## src/rtl/mips_dbg_pkg.sv

```systemverilog
// Shared definitions for the program-run checker: FSM encoding and default parameters.
// Latency: n/a (types and constants only).
// Backpressure: n/a.
package mips_dbg_pkg;

    typedef enum logic [1:0] {
        ST_IDLE = 2'd0,
        ST_RUN  = 2'd1,
        ST_SCAN = 2'd2,
        ST_DONE = 2'd3
    } state_t;

    localparam int DEF_DATA_W         = 32;
    localparam int DEF_ADDR_W         = 32;
    localparam int DEF_NUM_REGS       = 32;
    localparam int DEF_IDX_W          = 5;
    localparam int DEF_STABLE_CYCLES  = 4;
    localparam int DEF_TIMEOUT_CYCLES = 65535;

    // Bits needed to hold values 0..maxval.
    function automatic int cnt_w(input int maxval);
        return (maxval < 2) ? 1 : $clog2(maxval + 1);
    endfunction

endpackage

```

## src/rtl/prog_run_checker_exp_table.sv

```systemverilog
// Expected-value table: NUM_REGS entries of {care, value}.
// Latency: write takes effect on the next clk edge; read is combinational.
// Backpressure: none; writes to indices >= NUM_REGS are dropped.
//   clk/rst        : clock, synchronous active-high reset (clears care bits only)
//   we/widx/wvalue/wcare : write port
//   ridx/rvalue/rcare    : asynchronous read port
module exp_table
    import mips_dbg_pkg::*;
#(
    parameter int DATA_W   = DEF_DATA_W,
    parameter int NUM_REGS = DEF_NUM_REGS,
    parameter int IDX_W    = DEF_IDX_W
) (
    input  logic              clk,
    input  logic              rst,
    input  logic              we,
    input  logic [IDX_W-1:0]  widx,
    input  logic [DATA_W-1:0] wvalue,
    input  logic              wcare,
    input  logic [IDX_W-1:0]  ridx,
    output logic [DATA_W-1:0] rvalue,
    output logic              rcare
);
    localparam logic [IDX_W:0] NUM_ENTRIES = (IDX_W+1)'(NUM_REGS);

    logic [DATA_W-1:0] value_mem [NUM_REGS];
    logic [NUM_REGS-1:0] care_bits;
    logic wr_ok;

    assign wr_ok = we && ({1'b0, widx} < NUM_ENTRIES);

    // Only the care bits are reset: an entry whose care bit is 0 never
    // influences a verdict, so stale values are harmless.
    always_ff @(posedge clk) begin
        if (rst) begin
            care_bits <= '0;
        end else if (wr_ok) begin
            care_bits[widx] <= wcare;
        end
    end

    always_ff @(posedge clk) begin
        if (wr_ok) begin
            value_mem[widx] <= wvalue;
        end
    end

    assign rvalue = value_mem[ridx];
    assign rcare  = care_bits[ridx];

endmodule

```

## config.mk

```make
export PLATFORM = sky130hd
export DESIGN_NAME = exp_table
export DESIGN_NICKNAME = d
export VERILOG_FILES = /design/src/rtl/mips_dbg_pkg.sv /design/src/rtl/prog_run_checker_exp_table.sv
export SDC_FILE = /design/constraint.sdc
export NUM_CORES = 1
export LEC_CHECK = 0
export BUFFER_PORTS_ARGS = -buffer_cell sky130_fd_sc_hd__clkbuf_2
export CAP_MARGIN = 20
export CORE_UTILIZATION = 50
export CTS_CLUSTER_SIZE = 24
export DETAILED_ROUTE_END_ITERATION = 6
export GPL_ROUTABILITY_DRIVEN = 0
export PLACE_DENSITY = 0.68
export SYNTH_ARGS = -nofsm -noshare
export SYNTH_HDL_FRONTEND = slang
export SYNTH_SLANG_ARGS = --single-unit
```

## constraint.sdc

```tcl
create_clock -name clk -period 2.95 [get_ports clk]
set_input_delay 0.295 -clock clk [delete_from_list [all_inputs] [get_ports clk]]
set_output_delay 0.295 -clock clk [all_outputs]
set_load 0.02 [all_outputs]
```

==> results.cfg, run 1 <==
[sta]
fin_setup_tns_ns = 0
min_period_ns = 2.45
hold_viol_final = 0
finClkSkew_ns = 0
worst_slew_pin_slew_ns = 0.969
rsz0062_at_grt = no
setup_violations = 0
maxSlewViolCount = 0
period_share_pct = 83.1
timing.slew.headroom_pct = 35.4
hold-worst-slack_ns = 0.218
max_freq_mhz = 408

[synthesis]
yosysUniqueCellTypes = 27
ys.flop_type = edfxtp_1
synth-edff-count = 1024
synth_area_leaders = edfxtp_1 (74%), mux2i_1 (13%), a22oi_1 (1.8%)
synth.cell_area_um2 = 41300
synthArstFlopShare_pct = 0
synth_top_area_cell = edfxtp_1
syn_avg_cell_area_um2 = 17.2
synthCells = 2408
synth_nets = 2454
synth_seq_area_share_pct = 76.0
synth_seq_cells = 1056
ys_warn_count = 0
synth_top_cell_area_share_pct = 74.4

[min_path]
hp-class = input port to register
hold_start = wvalue[22]
hold_end = value_mem[14][22]
min_path_cells = 1

[finish]
final_nets = 2607
syn2layout_area_growth_pct = 13.6
final_layout_size_suffix_gt1_share_pct = 14.2
layout_common_cells = edfxtp_1 (1,024), mux2i_1 (528), nand2_1 (133), a21oi_1 (131), clkbuf_16 (105)
diodes = 0
layout_commonest_cell = edfxtp_1
utilization_pct = 57.3

[global_routing]
antenna_found_initial = 2
grt_first_pass_wirelength_um = 143000
grt_overflow = 0
track_usage_pct = 23.6
grt_max_degree = 68
grt_pass1_vias = 22300

[worst_setup_path]
reg2reg_to = care_bits[4]
r2r_cells = 2
critical_path_class = input port to output port
cp-end-kind = output port
crit_path_start = ridx[1]
crit_fanout = 27
cp-start-kind = input port
worst_ep_required_time_ns = 2.65
cp.arrival_ns = 2.16
reg2reg_slack_ns = 2.27
r2r-start = care_bits[4]

[clock_network]
htreeDepth = 3
cts_resized = 0
clockRootBuffer = clkbuf_16
hold_buffers = 0
path_clk_slew_ns = 0.06
cts_setup_buffers = 0
clkSinkCount = 1056
clkLatencyLatePin_ns = 0.64
cts_tree = built
numCtsBuffers = 104
clockBufferDepth = 3

[drt]
first_pass_iters = 5
drtAntennaViolNets = 0
drt_iter0_drc = 1951
viasPerCell = 6.03
route.vias.total = 22400
drt-total-wl_um = 98500
wl_per_cell_um = 26.5
drc_errors = 0

[floorplanning]
fp-row-count = 105
fp.coreArea_um2 = 82000
start_util_pct = 50.4
die_x_um = 289
die_height_um = 289
dieArea_um2 = 83800
io-pin-count = 79

[pwr]
pwr_density_cell_nw_per_um2 = 658
p_leak_nw = 16.4
vdd.ir_drop.worst_mv = 0.474

[place]
dp_hpwl_um = 54300
io_buffers = 78

[run]
maxCapViolations = 0

[status]
status = complete, no violations
-- through the flow --
step	setup slack (ns)	area (um2)	std cells	power (W)
after floorplan	0.179	41300	2408	0.0180
after global placement	0.553	43700	3525	0.0186
after detailed placement	0.551	43700	3525	0.0187
after CTS	0.531	46900	3715	0.0311
after global routing	0.428	46900	3715	0.0318
final	0.500	46900	3715	0.0309
-- report_power, final --
| part | switching, W | leakage (nW) | internal, W | total (W) |
|---|---|---|---|---|
| clock network | 0.00538 | 1.57 | 0.00712 | 0.0125 |
| logic | 0.00114 | 5.32 | 0.000566 | 0.00170 |
| registers | 0.0000419 | 9.48 | 0.0166 | 0.0167 |
| total | 0.00656 | 16.4 | 0.0243 | 0.0309 |
-- critical path: stages --
cell,delay [ns]
clkbuf_2,0.17
and2_4,0.35
buf_12,0.26
buf_4,0.25
a22o_1,0.17
nor3_1,0.04
a31oi_1,0.24
nand3_1,0.16
clkbuf_2,0.19
-- routing by layer --
metal	wire, um	track usage, %	vias up
li1	-	-	9825
met4	2920	8.13	2
met2	47100	37.8	816
met1	41800	32.9	11600
met5	9	0	-
met3	6760	3.73	164
-- cell usage after synthesis, types with 32 or more instances --
library cell,n
o21ai_0,32
nor3_1,33
clkbuf_1,48
dfxtp_1,32
a31oi_1,33
buf_2,34
a22oi_1,99
nor2_1,34
a21oi_1,131
a22o_1,66
mux2i_1,528
edfxtp_1,1024
nand3_1,101
nand2_1,134
-- sequential cells by signal, summed over array words and instances (netlist names) --
name and count:
care_bits 32, value_mem 1024
-- final cells by class --
type,count,area [um2]
Multi-Input combinational cell,1206,9310
Sequential cell,1056,31400
Clock buffer,136,2760
Fill cell,6115,35000
Tap cell,1070,1340
Clock inverter,54,457
Timing Repair Buffer,193,1690
-- worst max path at each step --
stage | to | slack (ns) | cells past startpoint
2_1_floorplan | value_mem[24][0] | 0.18 | 4
3_3_place_gp | rvalue[18] | 0.55 | 9
3_5_place_dp | rvalue[12] | 0.55 | 8
4_1_cts | rvalue[16] | 0.53 | 6
5_1_grt | rvalue[18] | 0.43 | 9
6_report | rcare | 0.50 | 9
-- kinds of logic (layout without fill, tap and decap cells) --
group | after synthesis | after routing | synth area share [%]
AOI/OAI and AO/OA | 361 | 361 | 5.67
buffers and inverters | 146 | 383 | 2.16
DFF | 1056 | 1056 | 76.0
muxes | 528 | 528 | 12.8
and+or+nand+nor | 317 | 317 | 3.40
Power figures use the tool's default switching activity.
==> run 2: changes to the inputs <==
--- a/config.mk
+++ b/config.mk
@@ -11,7 +11,7 @@
 export CTS_CLUSTER_SIZE = 24
 export DETAILED_ROUTE_END_ITERATION = 6
 export GPL_ROUTABILITY_DRIVEN = 0
-export PLACE_DENSITY = 0.68
+export PLACE_DENSITY = 0.66
 export SYNTH_ARGS = -nofsm -noshare
 export SYNTH_HDL_FRONTEND = slang
 export SYNTH_SLANG_ARGS = --single-unit
==> constraint.sdc (replaced) <==
create_clock -name clk -period 2.3 [get_ports clk]
set_input_delay 0.23 -clock clk [delete_from_list [all_inputs] [get_ports clk]]
set_output_delay 0.23 -clock clk [all_outputs]
set_load 0.02 [all_outputs]
==> run 2 against run 1 <==
Against the previous run: sequential share of layout area is 0.71 points lower; die area stayed put; non-clock buffer count increased by 28.
==> results.cfg, run 2 (synthesis gave the netlist of run 1 again) <==
[clock_network]
numCtsBuffers = 100
clockBufferDepth = 3
hold_buffers = 0
cts_tree = built
htreeDepth = 3
path_clk_slew_ns = 0.06
clkSinkCount = 1056
clkLatencyLatePin_ns = 0.65
clockRootBuffer = clkbuf_16
cts_setup_buffers = 0

[pwr]
finalPower_w = 0.0392
seqPwrFrac_pct = 54.5
combPwrFrac_pct = 5.8
pwr_density_cell_nw_per_um2 = 826
p_sw_w = 0.00827
clkPwrFrac_pct = 39.7
swShare_pct = 21.1
p_leak_nw = 16.6
vdd.ir_drop.worst_mv = 0.599
p_int_w = 0.0309

[place]
postPlaceCellArea_um2 = 44200
dp_slack_ns = 0.110
dp_hpwl_um = 52900
io_buffers = 78

[worst_setup_path]
worst_ep_required_time_ns = 2.07
path_cells = mux2i_1 -> a22o_1 -> nor3_1 -> a31oi_1 -> nand3_1 -> clkbuf_2
crit_fanout = 1
critical_path_class = register to output port
cp.arrival_ns = 2.01
critPathSlowestCell = nor3_1
cp-end-kind = output port
critPathMaxStageDelay_ns = 0.35
cp-start-kind = register

[sta]
hold-worst-slack_ns = 0.172
min_period_ns = 2.24
timing.slew.headroom_pct = 53.6
worst_slack_ns = 0.0560
period_share_pct = 97.6
worst_slew_pin_slew_ns = 0.696
max_freq_mhz = 446
rsz0062_at_grt = yes
setup_violations = 0
hold_viol_final = 0
finClkSkew_ns = 0
maxSlewViolCount = 0

[drt]
drt-total-wl_um = 99400
wl_per_cell_um = 26.7
first_pass_iters = 6
viasPerCell = 6.03
drt_iter0_drc = 2200
route.vias.total = 22500
drc_errors = 0
drtAntennaViolNets = 0

[global_routing]
grt_pass1_vias = 22200
antenna_found_initial = 2
busiest_layer = met2
grt_util_met2_pct = 37.8
track_usage_pct = 23.8
grt_use_met1_pct = 33.5
grt_max_degree = 57
grt_overflow = 0
use_met3_pct = 4.81
grt_first_pass_wirelength_um = 144000

[finish]
final_layout_size_suffix_gt1_share_pct = 15.4
nFillCells = 6098
layout_common_cells = edfxtp_1 (1,024), mux2i_1 (528), nand2_1 (133), a21oi_1 (131), clkbuf_16 (103)
reg_top3 = value_mem: 1024 flops, care_bits: 32 flops
stdcell_area_um2 = 47400
utilization_pct = 57.9
syn2layout_area_growth_pct = 14.8
top_register = value_mem
final_nets = 2631
largest_reg_flops = 1024
layout_commonest_cell = edfxtp_1

[floorplanning]
dieArea_um2 = 83800
die_height_um = 289
start_util_pct = 50.4
io-pin-count = 79
fp-row-count = 105
die_x_um = 289
fp.coreArea_um2 = 82000

[run]
maxCapViolations = 0

[status]
status = complete, no violations

[min_path]
hp-class = input port to register
run 2: final cells by class:
cell class / instances / area (um2) / area share, %
tap: 1070 / 1340 / 2.82
multi-input combinational: 1206 / 9370 / 19.7
sequential: 1056 / 31400 / 66.2
clock inverter: 61 / 470 / 0.991
clock buffer: 115 / 2600 / 5.48
antenna: 2 / 5.00 / 0.0105
timing repair buffer: 221 / 2280 / 4.80
run 2: metal layers:
| layer | vias to the layer above | part of all wire (%) |
|---|---|---|
| met5 | - | 0.0070 |
| met4 | 2 | 2.3 |
| met3 | 144 | 8.2 |
| met2 | 909 | 47 |
| met1 | 11600 | 42 |
| li1 | 9866 | - |
run 2: through the flow:
stage	cells	setup TNS, ns
6_report	3731	0
5_1_grt	3729	-0.112
4_1_cts	3728	0
3_5_place_dp	3552	0
3_3_place_gp	3552	0
2_1_floorplan	2408	-97.92
run 2: repair_timing:
item | CTS | global route
pin swaps | 1 | 12
gates resized for setup | 1 | 28
gates cloned | 0 | 1
setup endpoints to repair | 2 | 13
run 2: critical path, delay by kind of cell, from the launching register on:
kind            cells  cell delay [ns]
simple gates        2             0.45
flops               1             0.34
compound gates      2             0.34
buf+inv             1             0.17
mux                 1             0.08
run 2: worst paths after layout:
kind | startpoint | end | slack, ns | depth (start not counted)
min | wvalue[27] | value_mem[8][27] | 0.17 | 1
max reg2reg | care_bits[2] | care_bits[2] | 1.57 | 2
max | value_mem[1][16] | rvalue[16] | 0.06 | 6
min reg2reg | care_bits[11] | care_bits[11] | 0.48 | 2
run 2: power groups by stage:
stage                     clock [W]  combinational, W  sequential [W]
after detailed placement          0           0.00222          0.0218
after global routing         0.0165           0.00241          0.0214
after floorplan                   0           0.00129          0.0218
after CTS                    0.0158           0.00223          0.0214
after global placement            0           0.00218          0.0218
final                        0.0156           0.00226          0.0214
